`config.mk`:
```
export PLATFORM = sky130hd
export DESIGN_NAME = mult_controller_flat
export DESIGN_NICKNAME = d
export VERILOG_FILES = /design/src/rtl/mult_if.sv /design/src/rtl/mult_controller.sv /design/src/flat_wrapper.sv
export SDC_FILE = /design/constraint.sdc
export NUM_CORES = 1
export LEC_CHECK = 0
export ABC_CLOCK_PERIOD_IN_PS = 1500
export BUFFER_PORTS_ARGS = -buffer_cell sky130_fd_sc_hd__buf_2
export CAP_MARGIN = 20
export CORE_MARGIN = 1
export CORE_UTILIZATION = 30
export CTS_CLUSTER_DIAMETER = 40
export DETAILED_ROUTE_END_ITERATION = 12
export GPL_TIMING_DRIVEN = 0
export PLACE_DENSITY = 0.61
export SETUP_SLACK_MARGIN = 0.5
export SYNTH_ARGS = -nofsm -noshare
export SYNTH_HDL_FRONTEND = slang
export SYNTH_SLANG_ARGS = --single-unit
```
`constraint.sdc`:
```
create_clock -name clk -period 1.5 [get_ports clk]
set_input_delay 0 -clock clk [delete_from_list [all_inputs] [get_ports clk]]
set_output_delay 0 -clock clk [all_outputs]
set_load 0.01 [all_outputs]
```
`src/rtl/mult_if.sv`:
```
// mult_if
//   Bundles the control handshake between the multiplier sequencer and the
//   operand/accumulator datapath.
//   Ports (signals):
//     start    - request a multiplication (driven by requester)
//     q0       - current multiplier LSB (driven by datapath)
//     clear    - active-low clear to datapath registers
//     load_en  - operand register load enable
//     add_en   - accumulator capture enable
//     shift_en - accumulator/multiplier shift enable
//     busy     - sequencer is not idle
//     ready    - sequencer is idle
//     done     - one-cycle pulse, product valid
//     iter     - completed shift count (debug)
//   Modports:
//     master - requester/datapath side
//     slave  - sequencer side (mult_controller)
interface mult_if #(
   parameter int size = 8
);
   localparam int IW = $clog2(size + 1);

   logic          start;
   logic          q0;
   logic          clear;
   logic          load_en;
   logic          add_en;
   logic          shift_en;
   logic          busy;
   logic          ready;
   logic          done;
   logic [IW-1:0] iter;

   modport master (
      output start, q0,
      input  clear, load_en, add_en, shift_en, busy, ready, done, iter
   );

   modport slave (
      input  start, q0,
      output clear, load_en, add_en, shift_en, busy, ready, done, iter
   );
endinterface

```
`src/rtl/mult_controller.sv`:
```
// mult_controller
//   Sequencing FSM for a sum-and-shift multiplier datapath. On start it
//   clears and loads the datapath, runs `size` test/add/shift iterations
//   steered by the multiplier LSB, then pulses done for one cycle.
//   Ports:
//     clk   - clock, rising edge
//     reset - synchronous, active-high reset
//     bus   - mult_if.slave: start/q0 in; clear, load_en, add_en, shift_en,
//             busy, ready, done, iter out
//   All outputs are registered; each is decoded from the state the FSM is
//   about to enter, so the registered values line up with the state register.
module mult_controller #(
   parameter int size = 8
) (
   input  logic   clk,
   input  logic   reset,
   mult_if.slave  bus
);

   localparam int IW = $clog2(size + 1);

   localparam logic [2:0] IDLE  = 3'd0;
   localparam logic [2:0] CLEAR = 3'd1;
   localparam logic [2:0] LOAD  = 3'd2;
   localparam logic [2:0] TEST  = 3'd3;
   localparam logic [2:0] ADD   = 3'd4;
   localparam logic [2:0] SHIFT = 3'd5;
   localparam logic [2:0] DONE  = 3'd6;

   localparam logic [IW-1:0] ITER_LAST = IW'(size - 1);
   localparam logic [IW-1:0] ITER_MAX  = IW'(size);
   localparam logic [IW-1:0] ITER_ONE  = IW'(1);

   // Output vector order: {clear, load_en, add_en, shift_en, busy, ready, done}
   localparam logic [6:0] IDLE_OUT = 7'b1000010;

   logic [2:0]    state_r;
   logic [2:0]    next_s;
   logic [6:0]    out_r;
   logic [IW-1:0] iter_r;
   logic [IW-1:0] iter_next_s;

   // Moore output decode for a given state.
   function automatic logic [6:0] decode_outputs(input logic [2:0] st);
      logic [6:0] o;
      case (st)
         IDLE:    o = 7'b1000010;
         CLEAR:   o = 7'b0000100;
         LOAD:    o = 7'b1100100;
         TEST:    o = 7'b1000100;
         ADD:     o = 7'b1010100;
         SHIFT:   o = 7'b1001100;
         DONE:    o = 7'b1000101;
         default: o = IDLE_OUT;
      endcase
      return o;
   endfunction

   // Next-state selection; start only matters in IDLE, q0 only in TEST.
   always_comb begin
      next_s = state_r;
      case (state_r)
         IDLE: begin
            if (bus.start) begin
               next_s = CLEAR;
            end else begin
               next_s = IDLE;
            end
         end
         CLEAR:   next_s = LOAD;
         LOAD:    next_s = TEST;
         TEST: begin
            if (bus.q0) begin
               next_s = ADD;
            end else begin
               next_s = SHIFT;
            end
         end
         ADD:     next_s = SHIFT;
         SHIFT: begin
            // Compare against the pre-increment count: the size-th shift ends the op.
            if (iter_r == ITER_LAST) begin
               next_s = DONE;
            end else begin
               next_s = TEST;
            end
         end
         DONE:    next_s = IDLE;
         default: next_s = IDLE;
      endcase
   end

   // Iteration counter update: cleared in LOAD, bumped (saturating) in SHIFT.
   always_comb begin
      iter_next_s = iter_r;
      case (state_r)
         LOAD: iter_next_s = '0;
         SHIFT: begin
            if (iter_r != ITER_MAX) begin
               iter_next_s = iter_r + ITER_ONE;
            end else begin
               iter_next_s = iter_r;
            end
         end
         default: iter_next_s = iter_r;
      endcase
   end

   // State, registered outputs and iteration counter.
   always_ff @(posedge clk) begin
      if (reset) begin
         state_r <= IDLE;
         out_r   <= IDLE_OUT;
         iter_r  <= '0;
      end else begin
         state_r <= next_s;
         out_r   <= decode_outputs(next_s);
         iter_r  <= iter_next_s;
      end
   end

   assign bus.clear    = out_r[6];
   assign bus.load_en  = out_r[5];
   assign bus.add_en   = out_r[4];
   assign bus.shift_en = out_r[3];
   assign bus.busy     = out_r[2];
   assign bus.ready    = out_r[1];
   assign bus.done     = out_r[0];
   assign bus.iter     = iter_r;

endmodule

```
`src/flat_wrapper.sv`:
```
// flat-port wrapper written by rule: the top's interface ports become plain ports
module mult_controller_flat 
#(
   parameter int size = 8
)
  (clk, reset, bus_start, bus_q0, bus_clear, bus_load_en, bus_add_en, bus_shift_en, bus_busy, bus_ready, bus_done, bus_iter);
  mult_if #(.size(size)) bus_i ();
  input  logic clk;
  input  logic reset;
  input wire logic [$bits(bus_i.start)-1:0] bus_start;
  input wire logic [$bits(bus_i.q0)-1:0] bus_q0;
  output wire logic [$bits(bus_i.clear)-1:0] bus_clear;
  output wire logic [$bits(bus_i.load_en)-1:0] bus_load_en;
  output wire logic [$bits(bus_i.add_en)-1:0] bus_add_en;
  output wire logic [$bits(bus_i.shift_en)-1:0] bus_shift_en;
  output wire logic [$bits(bus_i.busy)-1:0] bus_busy;
  output wire logic [$bits(bus_i.ready)-1:0] bus_ready;
  output wire logic [$bits(bus_i.done)-1:0] bus_done;
  output wire logic [$bits(bus_i.iter)-1:0] bus_iter;
  assign bus_i.start = bus_start;
  assign bus_i.q0 = bus_q0;
  assign bus_clear = bus_i.clear;
  assign bus_load_en = bus_i.load_en;
  assign bus_add_en = bus_i.add_en;
  assign bus_shift_en = bus_i.shift_en;
  assign bus_busy = bus_i.busy;
  assign bus_ready = bus_i.ready;
  assign bus_done = bus_i.done;
  assign bus_iter = bus_i.iter;
  mult_controller #(.size(size)) u_core (.clk(clk), .reset(reset), .bus(bus_i));
endmodule
```
After elaboration in Yosys (flattened, before gate mapping)
Index checks and enable logic that the tools add are counted. Widths: inputs -> output; s select.

Bits of input ports: 4. Register bits after elaboration: 14. Logic and storage cells: 28. Output and inout bits: 11.

Muxes and demuxes: 7. Equal/unequal tests: 14. Reduce and logical (&&, ||, !) cells: 3. Add/subtract/negate cells: 1.

Operator list (count): $pmux 7 s6 (1); $pmux 3 s6 (1); $eq 3x3->1 const B (5); $eq 3x2->1 const B (4); $pmux 4 s2 (1); $eq 3x1->1 const B (2); $add 4x1->4 const B (1); $eq 4x3->1 const B (1); $mux 4 (1); $ne 4x4->1 const B (1); $logic_not 3->1 (1); $mux 3 (1); $mux 1 (2); $ne 2x1->1 const B (1); $reduce_and 2->1 (1); $reduce_bool 2->1 (1).

Depth between registers and ports, before layout
Depth after elaboration: 5. Depth in mapped cells: 5. Mapped depth without buffers: 5.

Worst setup path before layout
Ideal clock, no wire load.

Kind: register to register. From: register u_core.iter_r[0], in the netlist u_core.bus.iter[0]. To: register u_core.state_r[2]. Clock period less this slack: 1.257 ns. Stages on the path, launching flop included: 5. Path buffers: 0. Required time: 1.426 ns. Library setup time: 0.074 ns. Setup slack: 0.243 ns. Arrival time: 1.183 ns. Cells stage by stage: dfxtp_1 ha_1 nand3b_1 or3b_1 a31oi_1.

Word-level cells in the longest chain between the ends: 3.

Ends and longest elaborated chain: start, declared (line mult_controller.sv:40) `logic [IW-1:0] iter_r;`; start signal, assigned (line mult_controller.sv:118) `iter_r <= iter_next_s;`; $eq 4x3->1 (line mult_controller.sv:82) `if (iter_r == ITER_LAST) begin`; $mux 3 (line mult_controller.sv:82); $pmux 3 s6 (line mult_controller.sv:62) `case (state_r)`; end signal, assigned (line mult_controller.sv:116) `state_r <= next_s;`; end, declared (line mult_controller.sv:37) `logic [2:0] state_r;`.

No other way between the ends. A chain may end at the register's enable or synchronous reset.

Final worst setup path
From: register u_core.iter_r[1], in the netlist u_core.bus.iter[1]. To: register u_core.state_r[2].

Same word-level chain as after synthesis.

==> impl_results.md <==
- Multi-input logic area: 336.6 µm²
- Placed cell area: 757.0 µm²
- First-pass GRT wire length: 1800 µm
- Clk_lat worst skew: 0.28 ns
- Clock Skew: 0.0007250 ns
- Vias per cell: 4.741
- Worst R2R Setup Slack: 0.28 ns
- Worst hold start: bus_start
- Wirelength per Cell: 10.89 µm
- Post-Syn Area: 630.6 µm²
- Pre-antenna DRT Iters: 4
- H-tree levels: 1
- Sequential-to-total area share from yosys stat: 0.4444
- Peak VDD IR: 377.2 µV
- Nets: 96
- Final wirelength: 1263 µm
- Critical path class: flop to flop
- Worst slack at placement: 0.2760 ns
- I/O pins: 15
- Die height: 47.85 µm
- CORE AREA: 1962 µm²
- CP required: 1.71 ns
- Synth Area per Inst: 9.702 µm²
- Final ANT Viol Nets: 0
- Synthesized instance count: 65
- Max-slew violation count: 0
- CP cell instances: ha_4 -> nand3b_1 -> or3b_1 -> a31oi_1
- Max-Cap Viols: 0
- Most frequent cells in the layout: 14 x buf_2, 11 x dfxtp_1, 5 x buf_4, 5 x nand2_1
- Reg2Reg Capture Point: u_core.state_r[2]$_SDFF_PP0_
- Min Tclk post-route: 1.215 ns
- FFs w/ async S/R, synth: 0
- Syn-to-layout area delta: 37.10%
- Unrepaired setup endpoints after global routing: true
- Clk root buf: clkbuf_4
- CTS tree: done
- Relative slew slack: 0.7282
- PD cells: 887.3 nW/µm²
- Number of port buffers: 14
- Sequential cell area: 289.0 µm²
- FILL cells: 210
- CP max stage cell: dfxtp_4
- Maximum net fanout on the critical path: 4
- Reg2reg start: u_core.bus.iter[1]$_SDFFE_PP0P_
- Leading cell type in the layout, fill and taps excluded: buf_2
- Post-synth EDFFs: 0
- Drt first-iter violations: 15
- Row count: 16
- GP Congestion: 0.7220
- Setup TNS: 0 ns
- Gr usage total: 0.1173
- DRC viols: 0
- CP Launch Type: flop
- Ys Warns: 0
- Largest net degree at the start of global routing: 11
- GRT Residual Overflow: 0
- Vias in the first global route: 414
- FMAX: 823.0 MHz
- Distinct cells, synth: 31
- Worst-path clk slew: 0.09 ns
- Critical Path AT: 1.43 ns
- Number of CTS-inserted buffers: 3
- Nature of the critical path endpoint: flop
- Largest stage delay, worst path: 0.38 ns
- Most used DFF post-synth: dfxtp_1
- Antenna cells: 0
- Post-DP HPWL: 848.9 µm
- Fraction of layout cells with a size suffix above 1: 0.4157
- Outcome: finished, final reports clean
- Worst Tran Pin Value: 0.4078 ns
- Number of setup violations in the final report: 0
- Worst Setup SP: u_core.bus.iter[1]$_SDFFE_PP0P_
- Worst Hold Depth: 3
- Syn Nets: 71
- CTS Sinks: 14
- Initial Util: 0.3214
- Via Count: 550
- Fin crit share: 0.8101
- WHS Endpoint: u_core.state_r[0]$_SDFF_PP0_
- Final Hold Viols: 0
- Synthesized flop and latch total: 14
- CTS Buffer Depth: 2
- DIE AREA: 2289 µm²
- Finished Cell Area: 864.6 µm²
- Hold slack: 0.06638 ns
- Initial antenna violation count: 0
- Worst R2R Path Depth: 4
- Setup WS post-layout: 0.2849 ns
- Leak pwr: 0.0003857 µW
- Die X: 47.85 µm
- Hold Path Class: input pin to flop
state kept, by name, summed over array words and instances, names as in the netlist:
signal / cells
u_core.state_r: 3
u_core.out_r: 7
u_core.bus.iter: 4
cells by family after synthesis:
group	share of synthesized area
AOI/OAI and AO/OA	0.1131
buffers and inverters	0.06744
DFF	0.4444
and+or+nand+nor	0.2877
muxes	0.04762
adders and majority gates	0.03968
critical path, delay by kind of cell, from the launching register on:
kind | cells | cell delay (ns)
DFF | 1 | 0.38
adders and majority gates | 1 | 0.13
AOI/OAI and AO/OA | 1 | 0.13
and+or+nand+nor | 2 | 0.50
per-stage QoR:
step | util | std cells | power, µW
after floorplan | - | 65 | 463.5
after CTS | 0.4260 | 114 | 774.0
final | 0.4407 | 116 | 767.1
after global routing | 0.4407 | 116 | 809.7
after detailed placement | 0.3858 | 106 | 488.5
after global placement | 0.3858 | 106 | 487.9
per-layer routing:
layer	vias up	track usage	wire, µm
li1	277	-	-
met1	256	0.1648	616
met2	15	0.1486	580
met3	2	0.03396	42
met4	0	0.08333	23
met5	-	0	0
layout make-up:
class	count	area share
plain buffers	4	0.03907
multi-input cells	43	0.3893
clock buffers	4	0.04197
inverters	4	0.01737
flip-flops and latches	14	0.3343
repair buffers	20	0.1389
well taps	27	0.03907
worst max-delay path by stage:
| stage | depth (start not counted) | to | slack, ns |
|---|---|---|---|
| final | 4 | u_core.state_r[2]$_SDFF_PP0_ | 0.28 |
| after global routing | 4 | u_core.state_r[2]$_SDFF_PP0_ | 0.24 |
| after CTS | 4 | u_core.state_r[2]$_SDFF_PP0_ | 0.28 |
| after detailed placement | 4 | u_core.state_r[2]$_SDFF_PP0_ | 0.28 |
| after global placement | 4 | u_core.state_r[2]$_SDFF_PP0_ | 0.27 |
| after floorplan | 4 | u_core.state_r[2]$_SDFF_PP0_ | 0.36 |
report_power, final:
group	internal (µW)	switching (µW)	total, µW
Clock	148	126	274
Combinational	50.4	50.8	101
Sequential	385	6.83	392
timing repair:
action	CTS	global route
endpoints found under the hold margin	5	0
resized for setup	3	3
hold buffers	2	0
pin swaps	1	2
setup buffers	2	2
endpoints found under the setup margin	10	10
cell usage after synthesis (2+ instances only):
| cell type | instances | area share |
|---|---|---|
| a21oi_1 | 4 | 0.032 |
| dfxtp_1 | 14 | 0.44 |
| ha_1 | 2 | 0.040 |
| inv_1 | 4 | 0.024 |
| mux2i_1 | 3 | 0.048 |
| nand2_1 | 5 | 0.030 |
| nand3_1 | 2 | 0.016 |
| nand3b_1 | 4 | 0.048 |
| nor2_1 | 4 | 0.024 |
| o21ai_0 | 2 | 0.016 |
(Power assumes the default switching activity.)
